==> src/rtl/uart_pkg.sv <==
// Shared types and constants for the UART TX scheduler: FSM state and
// arbiter grant encodings plus the default fixed message.
package uart_pkg;

    typedef enum logic [2:0] {
        IDLE     = 3'd0,
        ECHO_RD  = 3'd1,
        ECHO_CAP = 3'd2,
        ECHO_WR  = 3'd3,
        MSG_WR   = 3'd4
    } state_e;

    typedef enum logic {
        GNT_ECHO = 1'b0,
        GNT_MSG  = 1'b1
    } grant_e;

    localparam logic [31:0] MSG_DEFAULT = 32'h4F4B0D0A;

    // Byte 0 is the most significant byte of the message word.
    function automatic logic [7:0] msg_byte(input logic [31:0] msg, input logic [1:0] idx);
        logic [7:0] b;
        case (idx)
            2'd0:    b = msg[31:24];
            2'd1:    b = msg[23:16];
            2'd2:    b = msg[15:8];
            default: b = msg[7:0];
        endcase
        return b;
    endfunction

endpackage

==> src/rtl/rr_arb2.sv <==
// Two-requester round-robin arbiter: req[0] is the echo path, req[1] the
// message sender; a tie goes to whichever side was not granted last.
module rr_arb2
    import uart_pkg::*;
(
    input  logic       clk,
    input  logic       rst_n,
    input  logic [1:0] req,
    input  logic       advance,
    output logic [1:0] grant
);

    grant_e last_q, last_d;

    always_comb begin
        grant    = 2'b00;
        grant[0] = req[0] & (~req[1] | (last_q == GNT_MSG));
        grant[1] = req[1] & ~grant[0];
    end

    always_comb begin
        last_d = last_q;
        if (advance && grant[0]) begin
            last_d = GNT_ECHO;
        end else if (advance && grant[1]) begin
            last_d = GNT_MSG;
        end
    end

    // Starting from MSG makes the first tie after reset go to the echo path.
    always_ff @(posedge clk or negedge rst_n) begin
        if (!rst_n) begin
            last_q <= GNT_MSG;
        end else begin
            last_q <= last_d;
        end
    end

endmodule

==> src/rtl/uart_tx_sched.sv <==
// Schedules TX FIFO writes between an RX-to-TX echo path and a fixed
// message sender, honouring RX empty and TX full at all times.
module uart_tx_sched
    import uart_pkg::*;
#(
    parameter logic [31:0] MSG     = MSG_DEFAULT,
    parameter int          MSG_LEN = 4,
    parameter int          CNT_W   = 16
) (
    input  logic             clk,
    input  logic             rst_n,
    input  logic             rx_rdempty,
    input  logic [7:0]       rx_rdata,
    output logic             rx_rdreq,
    input  logic             tx_tfull,
    output logic [7:0]       tx_tdata,
    output logic             tx_twrreq,
    input  logic             echo_en,
    input  logic             msg_req,
    output logic             msg_busy,
    output logic [CNT_W-1:0] echo_cnt
);

    localparam logic [1:0] LAST_IDX = 2'(MSG_LEN - 1);

    state_e           state_q, state_d;
    logic             msg_pend_q, msg_pend_d;
    logic [1:0]       idx_q, idx_d;
    logic [7:0]       tdata_q, tdata_d;
    logic [CNT_W-1:0] cnt_q, cnt_d;

    logic [1:0] req;
    logic [1:0] grant;
    logic       advance;

    assign req     = {msg_pend_q, echo_en & ~rx_rdempty};
    assign advance = (state_q == IDLE) && (req != 2'b00);

    rr_arb2 u_arb (
        .clk     (clk),
        .rst_n   (rst_n),
        .req     (req),
        .advance (advance),
        .grant   (grant)
    );

    always_comb begin
        state_d    = state_q;
        msg_pend_d = msg_pend_q;
        idx_d      = idx_q;
        tdata_d    = tdata_q;
        cnt_d      = cnt_q;

        // A request that arrives while one is pending or being sent is dropped.
        if (msg_req && (state_q != MSG_WR)) begin
            msg_pend_d = 1'b1;
        end

        case (state_q)
            IDLE: begin
                if (grant[0]) begin
                    state_d = ECHO_RD;
                end else if (grant[1]) begin
                    state_d    = MSG_WR;
                    msg_pend_d = 1'b0;
                    idx_d      = 2'd0;
                    tdata_d    = msg_byte(MSG, 2'd0);
                end
            end
            ECHO_RD: begin
                state_d = ECHO_CAP;
            end
            ECHO_CAP: begin
                tdata_d = rx_rdata;
                state_d = ECHO_WR;
            end
            ECHO_WR: begin
                if (!tx_tfull) begin
                    cnt_d   = cnt_q + 1'b1;
                    state_d = IDLE;
                end
            end
            MSG_WR: begin
                if (!tx_tfull) begin
                    if (idx_q == LAST_IDX) begin
                        state_d = IDLE;
                    end else begin
                        idx_d   = idx_q + 2'd1;
                        tdata_d = msg_byte(MSG, idx_q + 2'd1);
                    end
                end
            end
            default: begin
                state_d = IDLE;
            end
        endcase
    end

    always_ff @(posedge clk or negedge rst_n) begin
        if (!rst_n) begin
            state_q    <= IDLE;
            msg_pend_q <= 1'b0;
            idx_q      <= 2'd0;
            tdata_q    <= 8'h00;
            cnt_q      <= '0;
        end else begin
            state_q    <= state_d;
            msg_pend_q <= msg_pend_d;
            idx_q      <= idx_d;
            tdata_q    <= tdata_d;
            cnt_q      <= cnt_d;
        end
    end

    assign rx_rdreq  = (state_q == ECHO_RD);
    assign tx_twrreq = ((state_q == ECHO_WR) || (state_q == MSG_WR)) && !tx_tfull;
    assign tx_tdata  = tdata_q;
    assign msg_busy  = msg_pend_q || (state_q == MSG_WR);
    assign echo_cnt  = cnt_q;

endmodule
==> config.mk <==
export PLATFORM = sky130hd
export DESIGN_NAME = uart_tx_sched
export DESIGN_NICKNAME = d
export VERILOG_FILES = /design/src/rtl/uart_pkg.sv /design/src/rtl/rr_arb2.sv /design/src/rtl/uart_tx_sched.sv
export SDC_FILE = /design/constraint.sdc
export NUM_CORES = 1
export LEC_CHECK = 0
export ABC_AREA = 1
export CORE_ASPECT_RATIO = 0.7
export CORE_MARGIN = 8
export CORE_UTILIZATION = 44
export CTS_CLUSTER_SIZE = 24
export DETAILED_ROUTE_END_ITERATION = 10
export PLACE_DENSITY = 0.76
export SYNTH_ARGS = -nofsm -noshare
export SYNTH_HDL_FRONTEND = slang
export SYNTH_HIERARCHICAL = 1
export SYNTH_SLANG_ARGS = --single-unit
==> constraint.sdc <==
create_clock -name clk -period 1.4 [get_ports clk]
set_input_delay 0.42 -clock clk [delete_from_list [all_inputs] [get_ports clk]]
set_output_delay 0.42 -clock clk [all_outputs]
set_load 0.02 [all_outputs]
After elaboration in Yosys (flattened, before gate mapping)
Index checks and enable logic that the tools add are counted.
Word-level totals
  flip-flop bits (word level): 31
  bits in latches: 0
  memory bits (writable): 0
  ROM bits: 0
  input port bits: 14
  output and inout bits: 27
  word-level logic and storage cells: 72
  memories kept: 0
Operators by class
  add/sub/neg operators: 2
  multipliers: 0
  divide/modulo/power cells: 0
  magnitude comparators: 0
  equality and inequality tests: 15
  shift-type cells: 0
  mux-type cells: 23
  bitwise operators: 8
  reductions and logical operators: 18
Operator list (number)
  $mux W8: 4
  $pmux W8 S3: 1
  $pmux W7 S3: 1
  $add A16 B1 Y16 const B: 1
  $mux W3: 5
  $pmux W3 S5: 1
  $ne A2 B2 Y1 const B: 5
  $reduce_and A5 Y1: 2
  $mux W2: 4
  $eq A3 B2 Y1 const B: 2
  $mux W1: 6
  $reduce_bool A2 Y1: 3
  $logic_and A1 B1 Y1: 5
  $eq A2 B2 Y1 const B: 2
  $not A1 Y1: 4
  $pmux W2 S2: 1
  $reduce_and A4 Y1: 1
  $and A1 B1 Y1: 3
  $eq A3 B1 Y1 const B: 1
  $eq A3 B3 Y1 const B: 1
  $logic_not A3 Y1: 1
  $ne A3 B1 Y1 const B: 1
  $ne A3 B3 Y1 const B: 1
  $reduce_bool A3 Y1: 1
  other kinds (8): 9

Depth between registers and ports, before layout
Gate-level depths: netlist of the first run.
  word-level depth: 8
  gate-level depth with buffers: 9
  gate-level depth less buffers: 9

Hierarchy
The synthesis of the first run kept the hierarchy.
By module, submodules not included
  uart_tx_sched: instances 1, cells each 200, area each 1582.8 sq um, seq. area each 750.7 sq um
  rr_arb2: instances 1, cells each 8, area each 61.3 sq um, seq. area each 26.3 sq um

Least setup slack after synthesis of the first run
Ideal clock, no wire load.
  kind: flip-flop to output port
  start: reg state_q[1]
  end: out tx_twrreq
  arrival: 1075 ps
  required time: 980 ps
  setup slack: -95 ps
  stages on the path, launching flop included: 4
  path buffers: 0
  path through: dfrtp_1 > nor2_1 > nand2_1 > a21oi_1
On the way
  longest elaborated chain between the ends: 3
  elaborated cells between the ends (all ways): 4
  those cells by class: eq/ne (2); reduce/logical (2)
RTL lines
  start, declared: RTL line uart_tx_sched.sv:26  | state_e state_q, state_d;
  start signal, assigned: RTL line uart_tx_sched.sv:107  | state_q <= state_d;
  $eq A3 B2 Y1 / $eq A3 B3 Y1 (equally long branches): RTL line uart_tx_sched.sv:116  | assign tx_twrreq = ((state_q == ECHO_WR) || (state_q == MSG_WR)) && !tx_tfull;
  $logic_or A1 B1 Y1 (*): RTL line uart_tx_sched.sv:116
  $logic_and A1 B1 Y1 (*): RTL line uart_tx_sched.sv:116
  end, declared: RTL line uart_tx_sched.sv:17  | output logic tx_twrreq,
Every way passes the cells marked *; elsewhere a longest branch is shown, timed or not.

Worst setup path after layout of the first run
  start: reg state_q[1]
  end: out msg_busy
On the way
  longest elaborated chain between the ends: 2
RTL lines
  $eq A3 B3 Y1: RTL line uart_tx_sched.sv:118  | assign msg_busy = msg_pend_q || (state_q == MSG_WR);
  $logic_or A1 B1 Y1: RTL line uart_tx_sched.sv:118
  end, declared: RTL line uart_tx_sched.sv:20  | output logic msg_busy,
No other way between the ends.

==> results of run 1 <==
[metal layers]
metal | up-vias | global-route usage | part of all wire
li1 | 859 | - | -
met1 | 815 | 0.196 | 0.42
met2 | 71 | 0.267 | 0.48
met3 | 14 | 0.0461 | 0.073
met4 | 0 | 0.0845 | 0.025
met5 | - | 0 | 0
[cell type report]
class	count	share of cell area
multi-input cells	155	0.353
flip-flops and latches	31	0.290
repair buffers	90	0.268
inverters	23	0.0329
clock buffers	6	0.0306
well taps	50	0.0232
clock inverters	1	0.00186
[state kept, by name, indices dropped and copies added (netlist names)]
signal        count
echo_cnt         16
tx_tdata          8
state_q           3
idx_q             2
msg_pend_q        1
u_arb/last_q      1
[layout by cell type (no fill, tap or decap), drive strengths merged]
cell,n
nand3,17
a31oi,1
a21oi,3
dfrtp,30
nand3b,1
dfstp,1
xor2,4
buf,55
clkdlybuf4s15,6
xnor2,7
nor2,22
nand2,77
nand4,4
clkbuf,22
dlygate4sd2,2
o21ai,7
clkdlybuf4s50,11
inv,23
o21a,1
clkinv,1
o211ai,2
nor3,2
or2,1
ha,4
a21boi,2
[cells in the mapped netlist]
| cell type | instances | area share |
|---|---|---|
| nand2_1 | 74 | 0.17 |
| dfrtp_1 | 30 | 0.46 |
| inv_1 | 18 | 0.041 |
| nor2_1 | 17 | 0.039 |
| nand3_1 | 14 | 0.043 |
| xnor2_1 | 7 | 0.037 |
| inv_2 | 5 | 0.011 |
| ha_1 | 4 | 0.030 |
| nand4_1 | 4 | 0.015 |
| o21ai_1 | 4 | 0.012 |
| xor2_1 | 4 | 0.021 |
| a21oi_1 | 3 | 0.0091 |
| nand2_2 | 3 | 0.011 |
| nor2_2 | 3 | 0.011 |
| o21ai_0 | 3 | 0.0091 |
| nand3_2 | 2 | 0.012 |
| nor2_4 | 2 | 0.014 |
| nor3_1 | 2 | 0.0061 |
| o211ai_1 | 2 | 0.0091 |
| a21boi_0 | 1 | 0.0046 |
| a21boi_1 | 1 | 0.0046 |
| a31oi_1 | 1 | 0.0038 |
| dfstp_2 | 1 | 0.016 |
| nand3b_1 | 1 | 0.0046 |
| o21a_1 | 1 | 0.0046 |
| or2_2 | 1 | 0.0038 |
[metrics by stage]
stage	instances	power [mW]	util	hold slack, ns
2_1_floorplan	208	2.43	-	0.124
3_3_place_gp	336	3.37	0.673	0.454
3_5_place_dp	336	3.43	0.673	0.458
4_1_cts	350	4.34	0.730	0.473
5_1_grt	356	5.09	0.758	0.493
6_report	356	4.82	0.758	0.471
[final timing paths]
| kind | cells after the start | slack [ns] | end | startpoint |
|---|---|---|---|---|
| setup / recovery | 5 | -0.32 | msg_busy | state_q[1] |
| hold / removal | 2 | 0.47 | tx_tdata[7] | tx_tdata[7] |
| setup reg to reg | 8 | -0.05 | tx_tdata[1] | msg_pend_q |
| hold reg to reg | 2 | 0.47 | tx_tdata[7] | tx_tdata[7] |
| max in group asynchronous | 2 | 0.68 | u_arb/last_q | rst_n |
| min in group asynchronous | 2 | 0.48 | state_q[2] | rst_n |
[worst register-to-register path: stages (launching register included)]
cell and delay (ns):
dfrtp_1 0.38, buf_6 0.15, a21boi_4 0.19, inv_2 0.06
o21ai_4 0.22, nand3_4 0.16, inv_2 0.10, nand2_1 0.05
nand2_1 0.06
[power breakdown]
part           internal, mW  leakage [nW]  total, mW  switching, mW
Sequential             1.16         0.389       1.39          0.235
Clock                 0.385        0.0470      0.725          0.340
Combinational          1.25         0.881       2.70           1.45
[cell families (layout without fill, tap and decap cells)]
family | count (synthesis) | in the layout | synth area share
AND/OR/NAND/NOR | 123 | 124 | 0.329
flip-flops | 31 | 31 | 0.473
buffers and inverters | 23 | 120 | 0.0525
AO/OA/AOI/OAI | 16 | 16 | 0.0571
XOR/XNOR | 11 | 11 | 0.0586
adder cells (fa/ha/maj) | 4 | 4 | 0.0304
[repair_timing]
item,CTS,global route
resized for setup,90,56
endpoints found under the setup margin,41,43
cloned,1,0
pin swaps,8,11
hold endpoints to repair,0,0
setup buffers,6,7
==> metrics, run 1 <==
outcome=complete, but fails checks; violations in the final reports=setup timing; final wirelength=5.12 mm; IO Port Bufs=40; GRT overflow=0; Worst-Margin Slew=between 0.3 and 0.4 ns; Mapped Nets=roughly 230; DR pass1 iterations=4; Final ANT Viol Nets=0; crit start category=register; Die W=89.1 um; worst vdd ir=1240 uV; PnR worst setup slack=-0.325 ns; clk root buf=clkbuf_8; cell count after synthesis=208; placed cell areas=2400 um2; Synth-to-Final Area Change=64.0%; Diodes inserted=0; total core area=3560 um2; initial antenna violation count=0; RSZ-0062 raised after global routing=true; crit-path cells=inv_2 -> nand2_2 -> nor2_2 -> or2_4 -> buf_6; Filler Cells Inserted=roughly 250; Synth cell types=26; static leakage=1.32 nW; Seq cells post-synth=31; Max Cap Viol=0; CTS H-tree lvls=2; Max stage delay on crit path=between 0.4 and 0.5 ns; Worst slew margin=0.793; Worst EP arrival=1.30 ns; register area share after synthesis=0.473; I/O pin total=between 40 and 50; Tot GR Track Use=0.164; design area=2700 um2; Max Fclk=0.580 GHz; Placer Congestion=approximately 0.86; Setup WS pre-CTS=-0.613 ns; Clock Latency Late Sink=0.29 ns; CTS tree=built; DR iter-0 viols=127; Syn. warnings=6; Worst-path clk slew=roughly 0.070 ns; layout cell share with drive strength beyond 1=0.422; clock sinks=31; Setup CP Type=reg2out; post-DP HPWL=3.23 mm; mean post-synth cell area=7.90 um2; hold crit path type=reg2reg; DR DRC count=0; CP bufs+invs=2; final count of pins violating max slew=0; Critical Path Fanout Max=5; Power Dens Cells=1790 nW/um2; vias in the first global route=1,692; CTS Hold Buffers Added=0; DR vias=1,759; die area=approximately 6000 um2; drt wl/cell=14.4 um; required time worst endpoint=just under 1 ns; CP top delay family=flip-flops; endpoints failing hold=0; Die Height=67.1 um; area of the multi-input gates=952 um2; CTS Buffer Depth=2; Seq. cell area=783 um2; first-pass GRT wire length=7.55 mm; Initial Utilization=0.462; clock skew=0.00469 ns; largest net degree at the start of global routing=18; number of CTS-inserted buffers=5; setup TNS=-1.14 ns; Critical Path Slowest Stage Cell=dfrtp_2; Cell Area, Synth=about 1600 um2; Final setup viols=16; CP Capture Type=output pin; period utilization=1.23; via/cell ratio=4.94; Min Clock Period, post-route=between 1.5 and 2 ns; row cnt=18; Nets=between 300 and 400
Power figures use the tool's default switching activity.
==> inputs of run 2 (changes only) <==
- CORE_UTILIZATION: 44 -> 40
- PLACE_DENSITY: 0.76 -> 0.7
- TNS_END_PERCENT: default -> 5
==> run 2 against run 1 <==
The run still ends with setup timing left. Sequential power shrank 3%. Total power fell by 13%. Worst setup slack improved by 0.036 ns. Wire length shrank 15%.
==> metrics, run 2 (same netlist as run 1, synthesis figures left out) <==
outcome=complete, but fails checks; violations in the final reports=setup timing; DR DRC count=0; Tot GR Track Use=0.140; period utilization=1.21; Core Util, Final=0.637; commonest non-fill, non-tap cell in the layout=nand2_1; Die Height=69.6 um; CP Capture Type=output pin; clock skew=0.00276 ns; Critical Path Slowest Stage Cell=dfrtp_2; required time worst endpoint=0.98 ns; DR vias=1,630; commonest non-fill, non-tap cells in the layout=nand2_1, buf_4, dfrtp_1; Final ANT Viol Nets=0; Total Power=approximately 4.2 mW; Setup CP Type=reg2out; CTS H-tree lvls=2; Worst EP arrival=around 1.3 ns; Worst slew margin=0.813; CTS Buffer Depth=2; combinational share of power=0.516; Sw Share=0.415; Clk network pwr share=0.162; crit start category=register; vias in the first global route=roughly 1,600; Final setup viols=22; Cell Int Power=2.46 mW; PnR worst setup slack=-0.289 ns; Min Clock Period, post-route=1.69 ns; switching power total=1.74 mW; register share of total power=0.322; hold crit path type=reg2reg; CTS tree=built; I/O pin total=41; static leakage=1.23 nW; endpoints failing hold=0; clock sinks=31; clk root buf=clkbuf_8; Max stage delay on crit path=0.46 ns; GRT overflow=0; Nets=313; total core area=3920 um2; CP top delay family=flip-flops; Worst-path clk slew=0.06 ns; final wirelength=around 4.3 mm; largest net degree at the start of global routing=32; drt wl/cell=12.5 um; Clock Latency Late Sink=0.28 ns; number of CTS-inserted buffers=5; final count of pins violating max slew=0; Seq. cell area=781 um2; via/cell ratio=between 4 and 5; row cnt=19; max reg flops=16; Die W=92.6 um; Diodes inserted=0; crit-path cells=inv_2 -> nor2_4 -> or2_4 -> buf_6; RSZ-0062 raised after global routing=true; Max Fclk=0.592 GHz; CTS Hold Buffers Added=0; DR iter-0 viols=62; Filler Cells Inserted=355; first-pass GRT wire length=7.25 mm; initial antenna violation count=0; layout cell share with drive strength beyond 1=0.361; worst vdd ir=1170 uV; DR pass1 iterations=5; Critical Path Fanout Max=6; IO Port Bufs=40; Worst-Margin Slew=0.279 ns; CP bufs+invs=2; die area=~6500 um2; area of the multi-input gates=863 um2; Power Dens Cells=1680 nW/um2; Placer Congestion=~0.80; Synth-to-Final Area Change=52.0%; Initial Utilization=0.419; Max Cap Viol=0; post-DP HPWL=3.24 mm
==> run 2: worst reg2reg max path, cell delays in order, from the launching register on <==
cell     delay (ns)
dfrtp_2        0.44
inv_2          0.10
nand2_2        0.08
buf_4          0.13
buf_4          0.13
nor2_2         0.13
o21ai_2        0.10
nand3_4        0.15
inv_2          0.07
nand2_1        0.06
nand2_1        0.05
==> run 2: repair_timing <==
item                       CTS  global route
pin swaps                    2             3
gates resized for setup     89            27
setup buffers                2             0
setup endpoints to repair   44            47
==> run 2: through the flow <==
stage	cell area (um2)	std cells	TNS, ns	hold WS [ns]	setup slack, ns
CTS	2550	348	-1.94	0.483	-0.306
finish	2500	348	-2.17	0.477	-0.289
global placement	2410	338	-10.72	0.454	-0.583
detailed placement	2410	338	-11.57	0.466	-0.603
floorplan	1650	208	-0.000818	0.124	-0.000818
global route	2500	348	-4.10	0.492	-0.352
==> run 2: layer usage <==
layer | vias to the layer above | part of all wire | track usage
met2 | 42 | 0.45 | 0.208
li1 | 836 | - | -
met1 | 745 | 0.48 | 0.172
met4 | 0 | 0.017 | 0.0552
met3 | 7 | 0.056 | 0.0627
met5 | - | 0 | 0
==> run 2: final timing paths <==
path | start | end | slack (ns) | cells past startpoint
min in group asynchronous | rst_n | tx_tdata[3] | 0.49 | 2
worst max register to register | state_q[0] | tx_tdata[2] | -0.13 | 10
worst max-delay path | state_q[2] | msg_busy | -0.29 | 4
max in group asynchronous | rst_n | u_arb/last_q | 0.68 | 2
worst min register to register | tx_tdata[5] | tx_tdata[5] | 0.48 | 2
worst min-delay path | tx_tdata[5] | tx_tdata[5] | 0.48 | 2
==> run 2: area by class of cell <==
class / instances / area share
multi-input combinational: 154 / 0.346
timing repair buffer: 80 / 0.249
inverter: 23 / 0.0346
tap: 52 / 0.0260
sequential: 31 / 0.312
clock buffer: 7 / 0.0305
clock inverter: 1 / 0.00200
==> run 2: power by group through the flow <==
stage	logic [mW]	clock network (mW)	registers (mW)
3_3_place_gp	2.04	0	1.33
6_report	2.17	0.682	1.35
4_1_cts	2.16	0.707	1.35
2_1_floorplan	0.901	0	1.53
3_5_place_dp	2.09	0	1.34
5_1_grt	2.40	0.750	1.38
==> inputs of run 3 (changes only) <==
- CORE_MARGIN: 8 -> default
- GPL_ROUTABILITY_DRIVEN: default -> 0
- PLACE_DENSITY: 0.7 -> 0.67
- clock period: 1.4 -> 1.9 ns (I/O delays scaled with it)
==> run 3 against run 2 <==
The run now ends clean. Cell area shrank 4.2%. Clock-buffer cell count is 1 lower. Sequential share of layout area increased by 1.3 points. Final cell count decreased by 6.3%. Critical path type unchanged. Largest cell class unchanged.
==> metrics, run 3 (same netlist as run 1, synthesis figures left out) <==
Diodes inserted=0; min-delay src=tx_tdata[2]; Tot GR Track Use=0.182; initial antenna violation count=0; final count of pins violating max slew=0; Die Height=around 56 um; Die W=78.6 um; vias in the first global route=1,385; endpoints failing hold=0; clock skew=around 0.0046 ns; Filler Cells Inserted=roughly 370; post-DP HPWL=2.71 mm; IO Port Bufs=40; Critical Path Slowest Stage Cell=clkdlybuf4s50_1; commonest non-fill, non-tap cells in the layout=nand2_1, dfrtp_1, clkdlybuf4s50_1; Min Clock Period, post-route=1.86 ns; number of CTS-inserted buffers=5; worst r2r src=state_q[0]; total core area=3920 um2; design area=2390 um2; area of the multi-input gates=806 um2; required time worst endpoint=1.33 ns; GRT overflow=0; max reg flops=16; DR iter-0 viols=between 70 and 80; clock sinks=31; Max Cap Viol=0; Crit. path cell count=1; static leakage=1.23 nW; clk root buf=clkbuf_8; crit start category=register; via/cell ratio=4.60; Nets=between 200 and 300; Max stage delay on crit path=0.62 ns; Worst-Margin Slew=0.310 ns; setup TNS=0 ns; worst vdd ir=slightly below 700 uV; layout cell share with drive strength beyond 1=0.182; R2R cell count=10; crit-path cells=clkdlybuf4s50_1; Max Fclk=~0.54 GHz; row cnt=19; first-pass GRT wire length=just over 6 mm; commonest non-fill, non-tap cell in the layout=nand2_1; Initial Utilization=0.419; Synth-to-Final Area Change=45.6%; DR DRC count=0; Worst slew margin=0.792; Setup CP Type=reg2out; hold crit path type=reg2reg; Power Dens Cells=1310 nW/um2; Final setup viols=0; CP top delay family=buffers and inverters; Seq. cell area=779 um2; final wirelength=3.69 mm; I/O pin total=between 40 and 50; DR vias=1,498; Clock Latency Late Sink=around 0.28 ns; Final ANT Viol Nets=0; Critical Path Fanout Max=4; CTS tree=built; Critical Path Source=echo_cnt[14]; CTS H-tree lvls=2; CTS Buffer Depth=2; largest net degree at the start of global routing=32; outcome=complete, no violations; Worst EP arrival=between 1 and 1.5 ns; DR pass1 iterations=4; Worst-path clk slew=around 0.070 ns; worst hold stages=2; CTS Hold Buffers Added=0; placed cell areas=2240 um2; period utilization=0.981; drt wl/cell=11.3 um; CP Capture Type=output pin; die area=4370 um2; CP bufs+invs=1; RSZ-0062 raised after global routing=true
==> run 3: cell types whose count changed in the layout (fill, tap and decap cells not counted), moves of 4 or more <==
cell,before,now
nor2_4,6,2
clkdlybuf4s50_1,13,23
dlymetal6s2s_1,0,5
dlygate4sd2_1,0,9
clkbuf_2,18,0
buf_4,39,16
nor2_1,11,16
==> run 3: path summary, 6_finish.rpt <==
check                                    end  slack (ns)
worst max register to register   tx_tdata[6]        0.24
worst max-delay path            echo_cnt[14]        0.04
min in group asynchronous        echo_cnt[9]        0.65
max in group asynchronous       u_arb/last_q        1.01
worst min register to register   tx_tdata[2]        0.48
worst min-delay path             tx_tdata[2]        0.48
==> run 3: timing repair <==
item / CTS / global route
setup endpoints to repair: 16 / 16
buffers inserted: 0 / 1
hold endpoints to repair: 0 / 0
cloned: 0 / 1
resized for setup: 23 / 13
pin swaps: 0 / 2
==> run 3: layer usage <==
metal / vias up / track usage / wire [um]
met5: - / 0 / 0
met4: 0 / 0.0714 / 48
met3: 5 / 0.0459 / 155
met2: 32 / 0.255 / 1490
met1: 673 / 0.268 / 1990
li1: 788 / - / -
==> run 3: report_power, final <==
group          switching (mW)  internal, mW  leakage (nW)
Combinational           0.819         0.647         0.777
Sequential              0.158         0.847         0.393
Clock                   0.243         0.424        0.0612
==> run 3: metrics by stage <==
| stage | setup slack [ns] | std cells | total power [mW] | util | hold slack, ns |
|---|---|---|---|---|---|
| 3_5_place_dp | -0.401 | 316 | 2.41 | 0.572 | 0.472 |
| 3_3_place_gp | -0.374 | 316 | 2.38 | 0.572 | 0.453 |
| 4_1_cts | 0.00583 | 324 | 3.05 | 0.597 | 0.490 |
| 6_report | 0.0359 | 326 | 3.14 | 0.610 | 0.483 |
| 2_1_floorplan | 0.255 | 208 | 1.79 | - | 0.274 |
| 5_1_grt | -0.0310 | 326 | 3.38 | 0.610 | 0.501 |
==> run 3: area by class of cell <==
| cell class | count | area share |
|---|---|---|
| clock buffer | 6 | 0.0345 |
| clock inverter | 2 | 0.0146 |
| inverter | 23 | 0.0361 |
| multi-input combinational | 155 | 0.337 |
| sequential | 31 | 0.326 |
| tap | 52 | 0.0272 |
| timing repair buffer | 57 | 0.225 |
==> run 3: worst reg2reg max path, stage by stage, from the launching register on <==
cell     delay, ns
dfrtp_1       0.43
inv_2         0.10
nand2_2       0.06
buf_4         0.13
buf_4         0.13
nor2_2        0.25
o21ai_4       0.13
nand3_2       0.15
inv_2         0.07
nand2_1       0.06
nand2_1       0.05
